[src/rtl/math_computer_arb_pkg.sv]
// Shared types for the math computer arbiter.
//   req_id_t    : requester id (0 or 1), also the tag stored per in-flight op
//   arb_state_t : arbiter FSM states (ARB = free to pick, HOLD = winner latched)
// Also provides a default for the `DATASIZE operand/result width macro.
`ifndef DATASIZE
`define DATASIZE 32
`endif

package math_computer_arb_pkg;
  typedef logic req_id_t;
  typedef enum logic {ARB = 1'b0, HOLD = 1'b1} arb_state_t;
  // Pointer value after reset, so requester 0 wins the first tie.
  localparam req_id_t LAST_GNT_RST = 1'b1;
endpackage

[src/rtl/math_computer_itf.sv]
// Valid/ready interfaces to and from the shared math computer.
//   math_computer_input_itf  : operands a, b, c + valid/ready (3*`DATASIZE + 2)
//   math_computer_output_itf : result + valid/ready (`DATASIZE + 2)
// master drives data/valid, slave drives ready.
`ifndef DATASIZE
`define DATASIZE 32
`endif

interface math_computer_input_itf;
  logic [`DATASIZE-1:0] a;
  logic [`DATASIZE-1:0] b;
  logic [`DATASIZE-1:0] c;
  logic                 valid;
  logic                 ready;
  modport master (output a, b, c, valid, input ready);
  modport slave  (input a, b, c, valid, output ready);
endinterface

interface math_computer_output_itf;
  logic [`DATASIZE-1:0] result;
  logic                 valid;
  logic                 ready;
  modport master (output result, valid, input ready);
  modport slave  (input result, valid, output ready);
endinterface

[src/rtl/math_arb_tag_fifo.sv]
// Tag FIFO: remembers which requester owns each operation in flight, in
// issue order, so results can be routed back.
//   clk, rst    : clock, async active-high reset (FIFO emptied)
//   push, din   : enqueue a requester id (ignored while full, even with pop)
//   pop, dout   : dequeue; dout is the head id (valid when !empty)
//   full, empty : occupancy flags
// FIFODEPTH must be a power of two, so pointers wrap by natural overflow.
module math_arb_tag_fifo
  import math_computer_arb_pkg::*;
#(
  parameter int FIFODEPTH = 4
) (
  input  logic    clk,
  input  logic    rst,
  input  logic    push,
  input  logic    pop,
  input  req_id_t din,
  output req_id_t dout,
  output logic    full,
  output logic    empty
);
  localparam int AW = $clog2(FIFODEPTH);
  localparam logic [AW:0] FULL_CNT = FIFODEPTH[AW:0];

  req_id_t       mem [FIFODEPTH];
  logic [AW-1:0] wptr, rptr;
  logic [AW:0]   cnt;
  logic          do_push, do_pop;

  assign full    = (cnt == FULL_CNT);
  assign empty   = (cnt == '0);
  assign do_push = push & ~full;
  assign do_pop  = pop & ~empty;
  assign dout    = mem[rptr];

  always_ff @(posedge clk or posedge rst) begin
    if (rst) begin
      wptr <= '0;
      rptr <= '0;
      cnt  <= '0;
      for (int i = 0; i < FIFODEPTH; i++) mem[i] <= '0;
    end else begin
      if (do_push) begin
        mem[wptr] <= din;
        wptr      <= wptr + 1'b1;
      end
      if (do_pop) rptr <= rptr + 1'b1;
      case ({do_push, do_pop})
        2'b10:   cnt <= cnt + 1'b1;
        2'b01:   cnt <= cnt - 1'b1;
        default: ;
      endcase
    end
  end
endmodule

[src/rtl/math_computer_arbiter.sv]
// Two-requester arbiter in front of one shared math computer.
//   clk, rst          : clock, async active-high reset
//   req0_in, req1_in  : operation requests (slave)
//   comp_in           : operation issued to the math computer (master)
//   comp_out          : results from the math computer (slave)
//   res0_out,res1_out : results routed back to each requester (master)
//   orphan_err        : sticky, a result arrived with no tag outstanding
// Build option: define MATH_ARB_ROUND_ROBIN_EN for round-robin on ties;
// otherwise requester 0 has fixed priority.
module math_computer_arbiter
  import math_computer_arb_pkg::*;
#(
  parameter int FIFODEPTH = 4
) (
  input  logic                    clk,
  input  logic                    rst,
  math_computer_input_itf.slave   req0_in,
  math_computer_input_itf.slave   req1_in,
  math_computer_input_itf.master  comp_in,
  math_computer_output_itf.slave  comp_out,
  math_computer_output_itf.master res0_out,
  math_computer_output_itf.master res1_out,
  output logic                    orphan_err
);
  arb_state_t state;
  req_id_t    held, win, head;
  logic       has_win, cin_valid, issue, cout_ready;
  logic       fifo_full, fifo_empty;
`ifdef MATH_ARB_ROUND_ROBIN_EN
  req_id_t    last_gnt;
`endif

  // Winner select. HOLD pins the latched winner until it issues; in ARB a
  // new winner is only picked when there is room to tag it.
  always_comb begin
    win     = 1'b0;
    has_win = 1'b0;
    if (state == HOLD) begin
      win     = held;
      has_win = 1'b1;
    end else if (!fifo_full) begin
      has_win = req0_in.valid | req1_in.valid;
      if (req0_in.valid && req1_in.valid)
`ifdef MATH_ARB_ROUND_ROBIN_EN
        win = ~last_gnt;
`else
        win = 1'b0;
`endif
      else
        win = req1_in.valid & ~req0_in.valid;
    end
  end

  // Issue path; everything forced to 0 while rst is high.
  assign cin_valid     = has_win & ~rst;
  assign issue         = cin_valid & comp_in.ready;
  assign comp_in.valid = cin_valid;
  assign comp_in.a     = !cin_valid ? '0 : (win ? req1_in.a : req0_in.a);
  assign comp_in.b     = !cin_valid ? '0 : (win ? req1_in.b : req0_in.b);
  assign comp_in.c     = !cin_valid ? '0 : (win ? req1_in.c : req0_in.c);
  assign req0_in.ready = issue & (win == 1'b0);
  assign req1_in.ready = issue & (win == 1'b1);

  // Return path: head tag steers the result, zero-cycle latency.
  assign cout_ready     = ~rst & ~fifo_empty & (head ? res1_out.ready : res0_out.ready);
  assign comp_out.ready = cout_ready;
  assign res0_out.valid = ~rst & comp_out.valid & ~fifo_empty & (head == 1'b0);
  assign res1_out.valid = ~rst & comp_out.valid & ~fifo_empty & (head == 1'b1);
  assign res0_out.result = rst ? '0 : comp_out.result;
  assign res1_out.result = rst ? '0 : comp_out.result;

  math_arb_tag_fifo #(.FIFODEPTH(FIFODEPTH)) u_tags (
    .clk   (clk),
    .rst   (rst),
    .push  (issue),
    .pop   (comp_out.valid & cout_ready),
    .din   (win),
    .dout  (head),
    .full  (fifo_full),
    .empty (fifo_empty)
  );

  always_ff @(posedge clk or posedge rst) begin
    if (rst) begin
      state      <= ARB;
      held       <= 1'b0;
      orphan_err <= 1'b0;
`ifdef MATH_ARB_ROUND_ROBIN_EN
      last_gnt   <= LAST_GNT_RST;
`endif
    end else begin
      case (state)
        ARB: if (has_win && !comp_in.ready) begin
          state <= HOLD;
          held  <= win;
        end
        HOLD: if (comp_in.ready) state <= ARB;
        default: state <= ARB;
      endcase
`ifdef MATH_ARB_ROUND_ROBIN_EN
      if (issue) last_gnt <= win;
`endif
      if (comp_out.valid && fifo_empty) orphan_err <= 1'b1;
    end
  end
endmodule

[src/flat_wrapper.sv]
// flat-port wrapper written by rule: the top's interface ports become plain ports
module math_computer_arbiter_flat import math_computer_arb_pkg::*;
#(
  parameter int FIFODEPTH = 4
)
  (clk, rst, orphan_err, req0_in_a, req0_in_b, req0_in_c, req0_in_valid, req0_in_ready, req1_in_a, req1_in_b, req1_in_c, req1_in_valid, req1_in_ready, comp_in_a, comp_in_b, comp_in_c, comp_in_valid, comp_in_ready, comp_out_result, comp_out_valid, comp_out_ready, res0_out_result, res0_out_valid, res0_out_ready, res1_out_result, res1_out_valid, res1_out_ready);
  math_computer_input_itf req0_in_i ();
  math_computer_input_itf req1_in_i ();
  math_computer_input_itf comp_in_i ();
  math_computer_output_itf comp_out_i ();
  math_computer_output_itf res0_out_i ();
  math_computer_output_itf res1_out_i ();
  input  logic clk;
  input  logic rst;
  output logic orphan_err;
  input wire logic [$bits(req0_in_i.a)-1:0] req0_in_a;
  input wire logic [$bits(req0_in_i.b)-1:0] req0_in_b;
  input wire logic [$bits(req0_in_i.c)-1:0] req0_in_c;
  input wire logic [$bits(req0_in_i.valid)-1:0] req0_in_valid;
  output wire logic [$bits(req0_in_i.ready)-1:0] req0_in_ready;
  input wire logic [$bits(req1_in_i.a)-1:0] req1_in_a;
  input wire logic [$bits(req1_in_i.b)-1:0] req1_in_b;
  input wire logic [$bits(req1_in_i.c)-1:0] req1_in_c;
  input wire logic [$bits(req1_in_i.valid)-1:0] req1_in_valid;
  output wire logic [$bits(req1_in_i.ready)-1:0] req1_in_ready;
  output wire logic [$bits(comp_in_i.a)-1:0] comp_in_a;
  output wire logic [$bits(comp_in_i.b)-1:0] comp_in_b;
  output wire logic [$bits(comp_in_i.c)-1:0] comp_in_c;
  output wire logic [$bits(comp_in_i.valid)-1:0] comp_in_valid;
  input wire logic [$bits(comp_in_i.ready)-1:0] comp_in_ready;
  input wire logic [$bits(comp_out_i.result)-1:0] comp_out_result;
  input wire logic [$bits(comp_out_i.valid)-1:0] comp_out_valid;
  output wire logic [$bits(comp_out_i.ready)-1:0] comp_out_ready;
  output wire logic [$bits(res0_out_i.result)-1:0] res0_out_result;
  output wire logic [$bits(res0_out_i.valid)-1:0] res0_out_valid;
  input wire logic [$bits(res0_out_i.ready)-1:0] res0_out_ready;
  output wire logic [$bits(res1_out_i.result)-1:0] res1_out_result;
  output wire logic [$bits(res1_out_i.valid)-1:0] res1_out_valid;
  input wire logic [$bits(res1_out_i.ready)-1:0] res1_out_ready;
  assign req0_in_i.a = req0_in_a;
  assign req0_in_i.b = req0_in_b;
  assign req0_in_i.c = req0_in_c;
  assign req0_in_i.valid = req0_in_valid;
  assign req0_in_ready = req0_in_i.ready;
  assign req1_in_i.a = req1_in_a;
  assign req1_in_i.b = req1_in_b;
  assign req1_in_i.c = req1_in_c;
  assign req1_in_i.valid = req1_in_valid;
  assign req1_in_ready = req1_in_i.ready;
  assign comp_in_a = comp_in_i.a;
  assign comp_in_b = comp_in_i.b;
  assign comp_in_c = comp_in_i.c;
  assign comp_in_valid = comp_in_i.valid;
  assign comp_in_i.ready = comp_in_ready;
  assign comp_out_i.result = comp_out_result;
  assign comp_out_i.valid = comp_out_valid;
  assign comp_out_ready = comp_out_i.ready;
  assign res0_out_result = res0_out_i.result;
  assign res0_out_valid = res0_out_i.valid;
  assign res0_out_i.ready = res0_out_ready;
  assign res1_out_result = res1_out_i.result;
  assign res1_out_valid = res1_out_i.valid;
  assign res1_out_i.ready = res1_out_ready;
  math_computer_arbiter #(.FIFODEPTH(FIFODEPTH)) u_core (.clk(clk), .rst(rst), .req0_in(req0_in_i), .req1_in(req1_in_i), .comp_in(comp_in_i), .comp_out(comp_out_i), .res0_out(res0_out_i), .res1_out(res1_out_i), .orphan_err(orphan_err));
endmodule
[config.mk]
export PLATFORM = sky130hd
export DESIGN_NAME = math_computer_arbiter_flat
export DESIGN_NICKNAME = d
export VERILOG_FILES = /design/src/rtl/math_computer_arb_pkg.sv /design/src/rtl/math_computer_itf.sv /design/src/rtl/math_arb_tag_fifo.sv /design/src/rtl/math_computer_arbiter.sv /design/src/flat_wrapper.sv
export SDC_FILE = /design/constraint.sdc
export NUM_CORES = 1
export LEC_CHECK = 0
export CAP_MARGIN = 20
export CORE_AREA = 10 10 147 149
export DETAILED_ROUTE_END_ITERATION = 16
export DIE_AREA = 0 0 157 159
export HOLD_SLACK_MARGIN = 0.08
export PLACE_DENSITY = 0.57
export SLEW_MARGIN = 20
export SYNTH_ARGS = -nofsm -noshare
export SYNTH_HDL_FRONTEND = slang
export SYNTH_SLANG_ARGS = --single-unit
export TNS_END_PERCENT = 1
[constraint.sdc]
create_clock -name clk -period 3 [get_ports clk]
set_clock_uncertainty 0.15 [all_clocks]
set_input_delay 0.3 -clock clk [delete_from_list [all_inputs] [get_ports clk]]
set_output_delay 0.3 -clock clk [all_outputs]
set_load 0.05 [all_outputs]
After elaboration in Yosys (flattened, before gate mapping)
Cells that the tools add are included.
{"block": "op_classes", "n_mux": 23, "bitwise": 24, "addsub": 4, "multipliers": 0, "n_reduce_logical": 8, "div": 0, "shifts": 0, "n_eq_ne": 3, "n_lt_le_gt_ge": 3}
{"operator": "$mux 32", "count": 7}
{"operator": "$and 1x1->1", "count": 14}
{"operator": "$mux 1", "count": 11}
{"operator": "$not 1->1", "count": 7}
{"operator": "$ge 3x3->1 const B", "count": 2}
{"operator": "$not 2->3", "count": 2}
{"operator": "$pmux 3 s2", "count": 1}
{"operator": "$add 2x1->2 const B", "count": 2}
{"operator": "$bwmux 4", "count": 1}
{"operator": "$logic_and 1x1->1", "count": 4}
{"operator": "$add 3x1->3 const B", "count": 1}
{"operator": "$eq 3x3->1 const B", "count": 1}
{"operator": "$logic_not 3->1", "count": 1}
{"operator": "$lt 3x1->1 const B", "count": 1}
{"operator": "$sub 3x1->3 const B", "count": 1}
{"operator": "$bmux 1 s2", "count": 1}
{"operator": "$demux 1 s2", "count": 1}
{"operator": "$eq 2x1->1 const B", "count": 1}
{"operator": "$eq 2x2->1 const B", "count": 1}
{"operator": "$pmux 1 s2", "count": 1}
{"operator": "$reduce_and 2->1", "count": 1}
{"operator": "$reduce_bool 2->1", "count": 1}
{"operator": "$logic_not 1->1", "count": 1}
{"operator": "$or 1x1->1", "count": 1}
{"block": "word_totals", "romBits": 0, "register_bits": 14, "word_cells": 75, "inputBits": 232, "output_inout_bits": 167, "memories": 0, "mem_bits_rw": 0, "latch_bits": 0}

Logic depth before layout (Yosys ltp)
Gate-level depths: netlist of run 1.
{"block": "logic_depth", "ltp_word": 10, "mapped_depth": 10}

By module
Synthesis of run 1 repeated with hierarchy kept, for this count alone.
{"block": "hier_totals", "hier_cells": 489, "hier_area_um2": 3143.0}
{"mod": "math_computer_arbiter", "instances": 1, "area_each_um2": 2533.7, "cells_per_inst": 434}
{"mod": "math_arb_tag_fifo", "instances": 1, "area_each_um2": 609.3, "cells_per_inst": 55}

Worst setup path before layout of run 1
No wires, ideal clock.
{"block": "synth_timing", "kind": "reg-to-output", "startpoint": "reg u_core.u_tags.cnt[0]", "endpoint": "out comp_in_a[15]", "n_path_buf": 2, "stages_incl_launch_ff": 7, "t_arrival_ns": 2.188, "setup_slack_ns": 0.362, "path_cell_list": "dfrtp_1 -> or3b_1 -> a32oi_2 -> buf_6 -> buf_4 -> nand2_1 -> a21oi_1"}
{"block": "synth_between", "elab_chain_cells": 5}
{"item": "start: declaration", "line": "math_arb_tag_fifo.sv:27", "rtl": "logic [AW:0] cnt;"}
{"item": "start signal: assignment", "line": "math_arb_tag_fifo.sv:49", "rtl": "2'b10: cnt <= cnt + 1'b1;"}
{"item": "start signal: assignment", "line": "math_arb_tag_fifo.sv:50", "rtl": "2'b01: cnt <= cnt - 1'b1;"}
{"item": "$eq 3x3->1 (*)", "line": "math_arb_tag_fifo.sv:30", "rtl": "assign full = (cnt == FULL_CNT);"}
{"item": "$mux 1", "line": "math_computer_arbiter.sv:41", "rtl": "end else if (!fifo_full) begin"}
{"item": "$mux 1", "line": "math_computer_arbiter.sv:38", "rtl": "if (state == HOLD) begin"}
{"item": "$mux 32 / $and 1x1->1 (equally long branches)", "line": "math_computer_arbiter.sv:58, math_computer_arbiter.sv:55"}
{"item": "$mux 32 (*)", "line": "math_computer_arbiter.sv:58", "rtl": "assign comp_in.a = !cin_valid ? '0 : (win ? req1_in.a : req0_in.a);"}
{"item": "end: declaration", "line": "flat_wrapper.sv:26", "rtl": "output wire logic [$bits(comp_in_i.a)-1:0] comp_in_a;"}
Mark *: on every way between the ends. The rest lies on a longest branch, timed or not.

Worst setup path in the final report of run 1
{"block": "layout_timing", "startpoint": "reg u_core.u_tags.cnt[0]", "endpoint": "out comp_in_b[1]"}
{"block": "layout_between", "elab_chain_cells": 5}
{"item": "$eq 3x3->1 (*)", "line": "math_arb_tag_fifo.sv:30"}
{"item": "$mux 1", "line": "math_computer_arbiter.sv:41"}
{"item": "$mux 1", "line": "math_computer_arbiter.sv:38"}
{"item": "$mux 32 / $and 1x1->1 (equally long branches)", "line": "math_computer_arbiter.sv:59, math_computer_arbiter.sv:55"}
{"item": "$mux 32 (*)", "line": "math_computer_arbiter.sv:59", "rtl": "assign comp_in.b = !cin_valid ? '0 : (win ? req1_in.b : req0_in.b);"}
{"item": "end: declaration", "line": "flat_wrapper.sv:27", "rtl": "output wire logic [$bits(comp_in_i.b)-1:0] comp_in_b;"}
Marked as above.

==> results.cfg, run 1 <==
[outcome]
status = completed

[timing]
tightest_slew_ps = 569
tns_ps = 0
relSlewSlack_pct = 62.0
fin_crit_sh_pct = 93.1
final_hold_viol_count = 0
rsz0062_at_grt = false
setup_viol = 0
slew_violations = 0
max_freq_ghz = 0.358
period_needed_ps = 2790

[global_routing]
grt_pass1_wl_um = 26900
grt_pass1_vias = 4475
track_usage_pct = 13.5
antenna_found_initial = 0
grt_max_degree = 56
globalRouteOverflowTotal = 0

[logic_synthesis]
synth_top_area_share_pct = 26.6
synthMuxAreaShare_pct = 2.57
synth_edf_count = 0
synth_common_cells = 193 x nand2_1, 103 x a21oi_1, 38 x buf_4
synthArstFlopShare_pct = 100
synthFlopType = dfrtp_1
syn_avg_cell_area_um2 = 5.82
synth-simple-area-share_pct = 38.1
synthesis.area_mm2 = 0.00273
synth_top_family_by_area = simple AND/OR/NAND/NOR gates
synth_fa_ha_area_share_pct = 3.03
ys_ff_latch = 14
synthTopCellsByArea = nand2_1 27%, a21oi_1 19%, dfrtp_1 13%
yosysWarnings = 0
seq_area_frac_synth_pct = 12.8
yosys.area.top_type = nand2_1
synth_xor_area_share_pct = 1.61
syn_nets = 707
syn_inst = 469
synth.most_common_cell = nand2_1
synth_compound_area_share_pct = 21.7
yosys.cell_types.count = 28

[clock_tree]
ctsHoldBuffers = 0
cts.repair.resized = 0
cts.path.max_buffers = 2
cts_setup_buffers = 0
root_buffer = clkbuf_16
cts_buffers = 3
clkLatencyLatePin_ps = 250
cts.sinks = 14
clk_pin_slew_ps = 50
cts_tree = built
htreeDepth = 1

[final_layout]
multi_input_area_mm2 = 0.00186
antenna_cells = 0
syn_to_final_growth_pct = 164
fillers = 1922
fin_nets = 1047
drive_gt1_share_pct = 22.9
ff_latch_area_um2 = 350
final_cells = 1042

[detailed_routing]
wl_per_cell_um = 17.9
via_count = 4333
route.detailed.drc = 0
viasPerCell = 4.16
drtIter0Drc = 223
wl_um = 18700
final_antenna_net_count = 0
first_pass_iters = 5

[die]
rows = 50
start_util_pct = 14.7
die_width_um = 157
coreArea_mm2 = 0.0186
die_h_um = 159
pin_count = 399
dieArea_mm2 = 0.0250

[critical_path]
setup.worst_path.start = u_core.u_tags.cnt[0]
r2r_slack_ps = 500
cp.required_ps = 2550
arrival_ps = 2340
crit_end = comp_in_b[1]
rr_endpoint = u_core.u_tags.cnt[2]
worstRegToRegCells = 10
worst-setup-path-type = flop to output pin
startpoint_type = flop
r2r-start = u_core.u_tags.rptr[1]
crit_path_max_fanout = 50
end_kind = output pin

[flow_run]
cap_violations = 0

[pwr]
p_per_area_mw_per_mm2 = 548
p_leak_uw = 0.00313
ir_drop_uv = 211

[placed_design]
hpwl_um = 15900
gp_congestion = 0.798
portBuffers = 398
place_inst = 1038

[worst_hold_path]
hold_class = flop to flop
worstHoldStart = u_core.orphan_err
[cell families after synthesis]
group / after synthesis
adder cells (fa/ha/maj): 6
flip-flops: 14
buffers and inverters: 79
AND/OR/NAND/NOR: 245
multiplexers: 7
XOR/XNOR: 5
AO/OA/AOI/OAI: 113
[cell type report]
type                            instances  area share [%]
Clock buffer                            4            1.24
Multi-Input combinational cell        376            25.9
Sequential cell                        14            4.87
Timing Repair Buffer                  406            63.5
Tap cell                              234            4.07
Inverter                                8           0.418
[registers in the layout, summed over array words and instances, names as in the netlist]
register / flops
u_core.u_tags.wptr: 2
u_core.state: 1
u_core.u_tags.mem: 4
u_core.orphan_err: 1
u_core.held: 1
u_core.u_tags.rptr: 2
u_core.u_tags.cnt: 3
[power breakdown]
| part | total (uW) | internal [uW] | switching [uW] | leakage, uW |
|---|---|---|---|---|
| logic | 3280 | 1230 | 2060 | 0.00293 |
| registers | 374 | 282 | 91.8 | 0.000163 |
| clock network | 286 | 203 | 83.6 | 0.0000442 |
[worst max-delay path, cell delays in order, from the launching register on]
cell	delay, ps
dfrtp_1	420
or3b_1	480
a32oi_4	330
buf_12	250
nand2_1	80
a21oi_1	230
buf_4	250
[placed cells by master, fill, tap and decap left out]
cell,instances
ha_1,5
a32o_4,1
or2_2,1
a21o_1,1
nor2b_1,33
xor2_1,3
a32oi_4,1
clkbuf_16,3
xnor2_1,2
nor3b_1,2
clkdlybuf4s50_1,232
or3b_1,1
o31ai_1,1
nor4b_2,1
mux2i_1,7
nand2_1,193
a31oi_1,4
o21ai_0,2
buf_12,75
buf_4,99
or3b_2,2
dfrtp_1,14
clkbuf_8,1
nor3_1,4
fa_1,1
a21oi_1,103
or2_4,1
nor2_1,7
inv_1,8
[through the flow]
step | total power, uW | instance area (um2) | hold WS, ps | utilization, % | setup WS [ps]
after floorplan | 2500 | 2730 | 216 | - | 362
after global placement | 3680 | 7100 | 314 | 38.2 | 262
after detailed placement | 3690 | 7100 | 335 | 38.2 | 239
after CTS | 3990 | 7190 | 350 | 38.7 | 215
after global routing | 4170 | 7190 | 364 | 38.7 | 119
final | 3940 | 7190 | 336 | 38.7 | 207
[worst min-delay path by stage]
stage / to / cells past startpoint / slack, ps
2_1_floorplan: u_core.state / 1 / 220
4_1_cts: u_core.orphan_err / 1 / 350
6_report: u_core.orphan_err / 1 / 340
3_3_place_gp: u_core.orphan_err / 1 / 310
5_1_grt: u_core.orphan_err / 1 / 360
3_5_place_dp: u_core.orphan_err / 1 / 330
[routing by layer]
metal  vias to the layer above  track usage [%]  routed length [um]
met5                         -                0                   0
met4                         0             1.72                 180
met3                        17             7.77                2710
met2                       265             24.7                9360
met1                      1904             13.0                6410
li1                       2147                -                   -
No activity file was read; power rests on OpenSTA's default activity.
==> run 2, diff against run 1 <==
- PLACE_DENSITY: 0.57 -> default
==> results.cfg, run 2 (synthesis gave the netlist of run 1 again) <==
[outcome]
status = completed

[final_layout]
antenna_cells = 0
drive_gt1_share_pct = 23.5
syn_to_final_growth_pct = 165
final_common_cell = clkdlybuf4s50_1
largest_reg_flops = 4
top_regs = u_core.u_tags.mem (4), u_core.u_tags.cnt (3)
final_cell_mix = 232 x clkdlybuf4s50_1, 193 x nand2_1, 105 x buf_4
fin_nets = 1053
top_register = u_core.u_tags.mem
fillers = 1870
design_area_mm2 = 0.00723

[timing]
tns_ps = 0
tightest_slew_ps = 539
final_hold_viol_count = 0
period_needed_ps = 2870
max_freq_ghz = 0.349
rsz0062_at_grt = false
setup_viol = 0
fin_crit_sh_pct = 95.5
slew_violations = 0
relSlewSlack_pct = 64.0

[placed_design]
placed_area_mm2 = 0.00714
gp_congestion = 0.869
portBuffers = 398
hpwl_um = 16200

[pwr]
p_leak_uw = 0.00316
swShare_pct = 56.4
p_per_area_mw_per_mm2 = 550
ir_drop_uv = 273
pwr-share-clk_pct = 7.1
power_frac_comb_pct = 83.5
p_switching_uw = 2240
intPower_uw = 1740
p_seq_share_pct = 9.4

[clock_tree]
cts_tree = built
cts_setup_buffers = 0
clkLatencyLatePin_ps = 240
cts.sinks = 14
cts.path.max_buffers = 2
clk_pin_slew_ps = 50
htreeDepth = 1
cts.repair.resized = 0
root_buffer = clkbuf_16
ctsHoldBuffers = 0
cts_buffers = 3

[detailed_routing]
drtIter0Drc = 196
final_antenna_net_count = 0
viasPerCell = 4.13
via_count = 4327
first_pass_iters = 4
wl_um = 18900
wl_per_cell_um = 18.0
route.detailed.drc = 0

[critical_path]
worst-setup-path-type = flop to output pin
arrival_ps = 2420
cp.required_ps = 2550
end_kind = output pin
startpoint_type = flop
crit_path_max_fanout = 37

[die]
dieArea_mm2 = 0.0250
pin_count = 399
coreArea_mm2 = 0.0186
die_width_um = 157
start_util_pct = 14.7
rows = 50
die_h_um = 159

[global_routing]
track_usage_pct = 13.6
grt_pass1_wl_um = 26800
grt_max_degree = 50
antenna_found_initial = 0
grt_pass1_vias = 4382
globalRouteOverflowTotal = 0

[worst_hold_path]
hold_class = flop to flop

[flow_run]
cap_violations = 0
==> run 2: power by group through the flow <==
stage / logic, uW / registers, uW / clock network, uW
4_1_cts: 3380 / 372 / 285
2_1_floorplan: 2130 / 368 / 0
6_report: 3330 / 373 / 282
3_3_place_gp: 3360 / 370 / 0
3_5_place_dp: 3370 / 372 / 0
5_1_grt: 3540 / 381 / 291
==> run 2: path summary, 6_finish.rpt <==
| path | startpoint | end | slack [ps] | cells after the start |
|---|---|---|---|---|
| setup reg to reg | u_core.u_tags.cnt[0] | u_core.u_tags.cnt[2] | 520 | 9 |
| min in group asynchronous | rst | u_core.u_tags.rptr[1] | 590 | 3 |
| hold / removal | u_core.orphan_err | u_core.orphan_err | 310 | 1 |
| hold reg to reg | u_core.orphan_err | u_core.orphan_err | 310 | 1 |
| max in group asynchronous | rst | u_core.u_tags.cnt[2] | 1760 | 3 |
| setup / recovery | u_core.u_tags.cnt[0] | comp_in_b[0] | 130 | 7 |
==> run 2: through the flow <==
stage	util [%]	setup slack (ps)	cells	power, uW	hold slack, ps
6_report	38.9	134	1048	3980	315
5_1_grt	38.9	12.7	1048	4210	344
2_1_floorplan	-	362	469	2500	216
3_5_place_dp	38.5	194	1044	3740	311
3_3_place_gp	38.5	240	1044	3730	316
4_1_cts	38.9	136	1048	4030	326
==> run 2: cell type report <==
type	instances	area [um2]	area share [%]
Timing Repair Buffer	412	4610	63.8
Multi-Input combinational cell	376	1860	25.7
Sequential cell	14	350	4.84
Tap cell	234	293	4.05
Clock buffer	4	88.8	1.23
Inverter	8	30.0	0.415
==> run 2: layer usage <==
metal | global-route usage, % | share of wire [%] | up-vias
li1 | - | - | 2168
met1 | 13.5 | 35 | 1889
met2 | 24.4 | 49 | 259
met3 | 7.66 | 15 | 11
met4 | 2.10 | 0.97 | 0
met5 | 0 | 0 | -
==> run 2: worst max-delay path: stages (launching register included) <==
cell and delay (ps):
dfrtp_1 420, or3b_1 480, a32oi_4 280, buf_12 250
buf_4 220, nand2_1 70, a21oi_1 200, buf_4 240
==> run 3, diff against run 2 <==
--- a/config.mk
+++ b/config.mk
@@ -7,3 +7,2 @@
 export LEC_CHECK = 0
-export CAP_MARGIN = 20
 export CORE_AREA = 10 10 147 149
--- a/constraint.sdc
+++ b/constraint.sdc
@@ -4,2 +4,2 @@
 set_output_delay 0.3 -clock clk [all_outputs]
-set_load 0.05 [all_outputs]
+set_load 0.01 [all_outputs]
==> results.cfg, run 3 (synthesis gave the netlist of run 1 again) <==
[final_layout]
final_cell_mix = 324 x clkdlybuf4s50_1, 193 x nand2_1, 103 x a21oi_1
ff_latch_area_um2 = 350
fin_nets = 1061
drive_gt1_share_pct = 4.02
top_register = u_core.u_tags.mem
multi_input_area_mm2 = 0.00186
final_cells = 1055
top_regs = u_core.u_tags.mem (4), u_core.u_tags.cnt (3)
syn_to_final_growth_pct = 158
antenna_cells = 0
fillers = 1888
largest_reg_flops = 4
final_common_cell = clkdlybuf4s50_1

[timing]
layout_setup_ws_ps = 94.2
slew_violations = 0
period_needed_ps = 2910
setup_viol = 0
rsz0062_at_grt = true
max_freq_ghz = 0.344
final_hold_viol_count = 0
relSlewSlack_pct = 64.9
timing.hold.ws_ps = 316
tightest_slew_ps = 526
fin_crit_sh_pct = 96.9

[clock_tree]
cts_buffers = 3
clk_pin_slew_ps = 40
clkLatencyLatePin_ps = 240
cts_setup_buffers = 0
ctsHoldBuffers = 0
cts.path.max_buffers = 2
htreeDepth = 1
cts_tree = built
root_buffer = clkbuf_16
cts.sinks = 14

[die]
start_util_pct = 14.7
dieArea_mm2 = 0.0250
die_width_um = 157
pin_count = 399
coreArea_mm2 = 0.0186
rows = 50
die_h_um = 159

[outcome]
status = completed

[critical_path]
worst-setup-path-type = flop to output pin
arrival_ps = 2460
startpoint_type = flop
crit_path_max_fanout = 25
cp.required_ps = 2550
end_kind = output pin

[detailed_routing]
wl_um = 19200
drtIter0Drc = 177
first_pass_iters = 4
route.detailed.drc = 0
wl_per_cell_um = 18.2
viasPerCell = 4.14
via_count = 4368
final_antenna_net_count = 0

[placed_design]
place_inst = 1052
gp_congestion = 0.845
portBuffers = 398
place_ws_ps = 98.4
hpwl_um = 16000

[global_routing]
globalRouteOverflowTotal = 0
grt_pass1_wl_um = 27000
antenna_found_initial = 0
grt_pass1_vias = 4429
track_usage_pct = 13.7
grt_max_degree = 50

[flow_run]
cap_violations = 0

[pwr]
ir_drop_uv = 269
p_per_area_mw_per_mm2 = 417
p_leak_uw = 0.00382

[worst_hold_path]
hold_class = flop to flop
## run 3: through the flow
step	instance area, um2	setup TNS, ps	utilization (%)	power, uW
final	7050	0	37.9	2940
after global routing	7050	-40.5	37.9	3190
after CTS	6860	0	36.9	3020
after detailed placement	6780	0	36.5	2760
after global placement	6780	0	36.5	2750
after floorplan	2730	0	-	1550
## run 3: worst max-delay path, cell delays in order, from the launching register on
cell	delay, ps
dfrtp_1	400
or3b_4	420
a32oi_4	260
buf_12	200
buf_12	170
nand2_1	80
a21oi_1	120
clkdlybuf4s50_1	550
## run 3: layout make-up
| cell class | instances | area share (%) |
|---|---|---|
| sequential | 14 | 4.97 |
| timing repair buffer | 420 | 63.0 |
| multi-input combinational | 376 | 26.4 |
| inverter | 8 | 0.426 |
| tap | 234 | 4.15 |
| clock buffer | 3 | 1.07 |
## run 3: path summary, 6_finish.rpt
path / startpoint / endpoint / slack [ps] / cells after the start
worst min-delay path: u_core.orphan_err / u_core.orphan_err / 320 / 1
max in group asynchronous: rst / u_core.u_tags.cnt[1] / 1840 / 3
worst max register to register: u_core.u_tags.cnt[0] / u_core.u_tags.cnt[2] / 430 / 10
worst max-delay path: u_core.u_tags.cnt[1] / comp_in_b[30] / 90 / 7
worst min register to register: u_core.orphan_err / u_core.orphan_err / 320 / 1
min in group asynchronous: rst / u_core.u_tags.mem[1] / 510 / 3
## run 3: metal layers
metal | part of all wire, % | wire [um] | global-route usage [%] | vias up
met5 | 0 | 0 | 0 | -
met1 | 36 | 6910 | 13.9 | 1904
met4 | 1.9 | 371 | 2.62 | 0
met2 | 50 | 9620 | 25.4 | 267
li1 | - | - | - | 2179
met3 | 12 | 2320 | 5.86 | 18
## run 3: where the power goes
part           switching [uW]  internal [uW]
clock                    73.1            174
sequential               83.7            282
combinational            1100           1230
total                    1260           1680
## run 3: repair_timing
item / 4_1_cts / 5_1_grt
gates resized for setup: 2 / 75
endpoints found under the hold margin: 0 / 0
setup endpoints to repair: 25 / 80
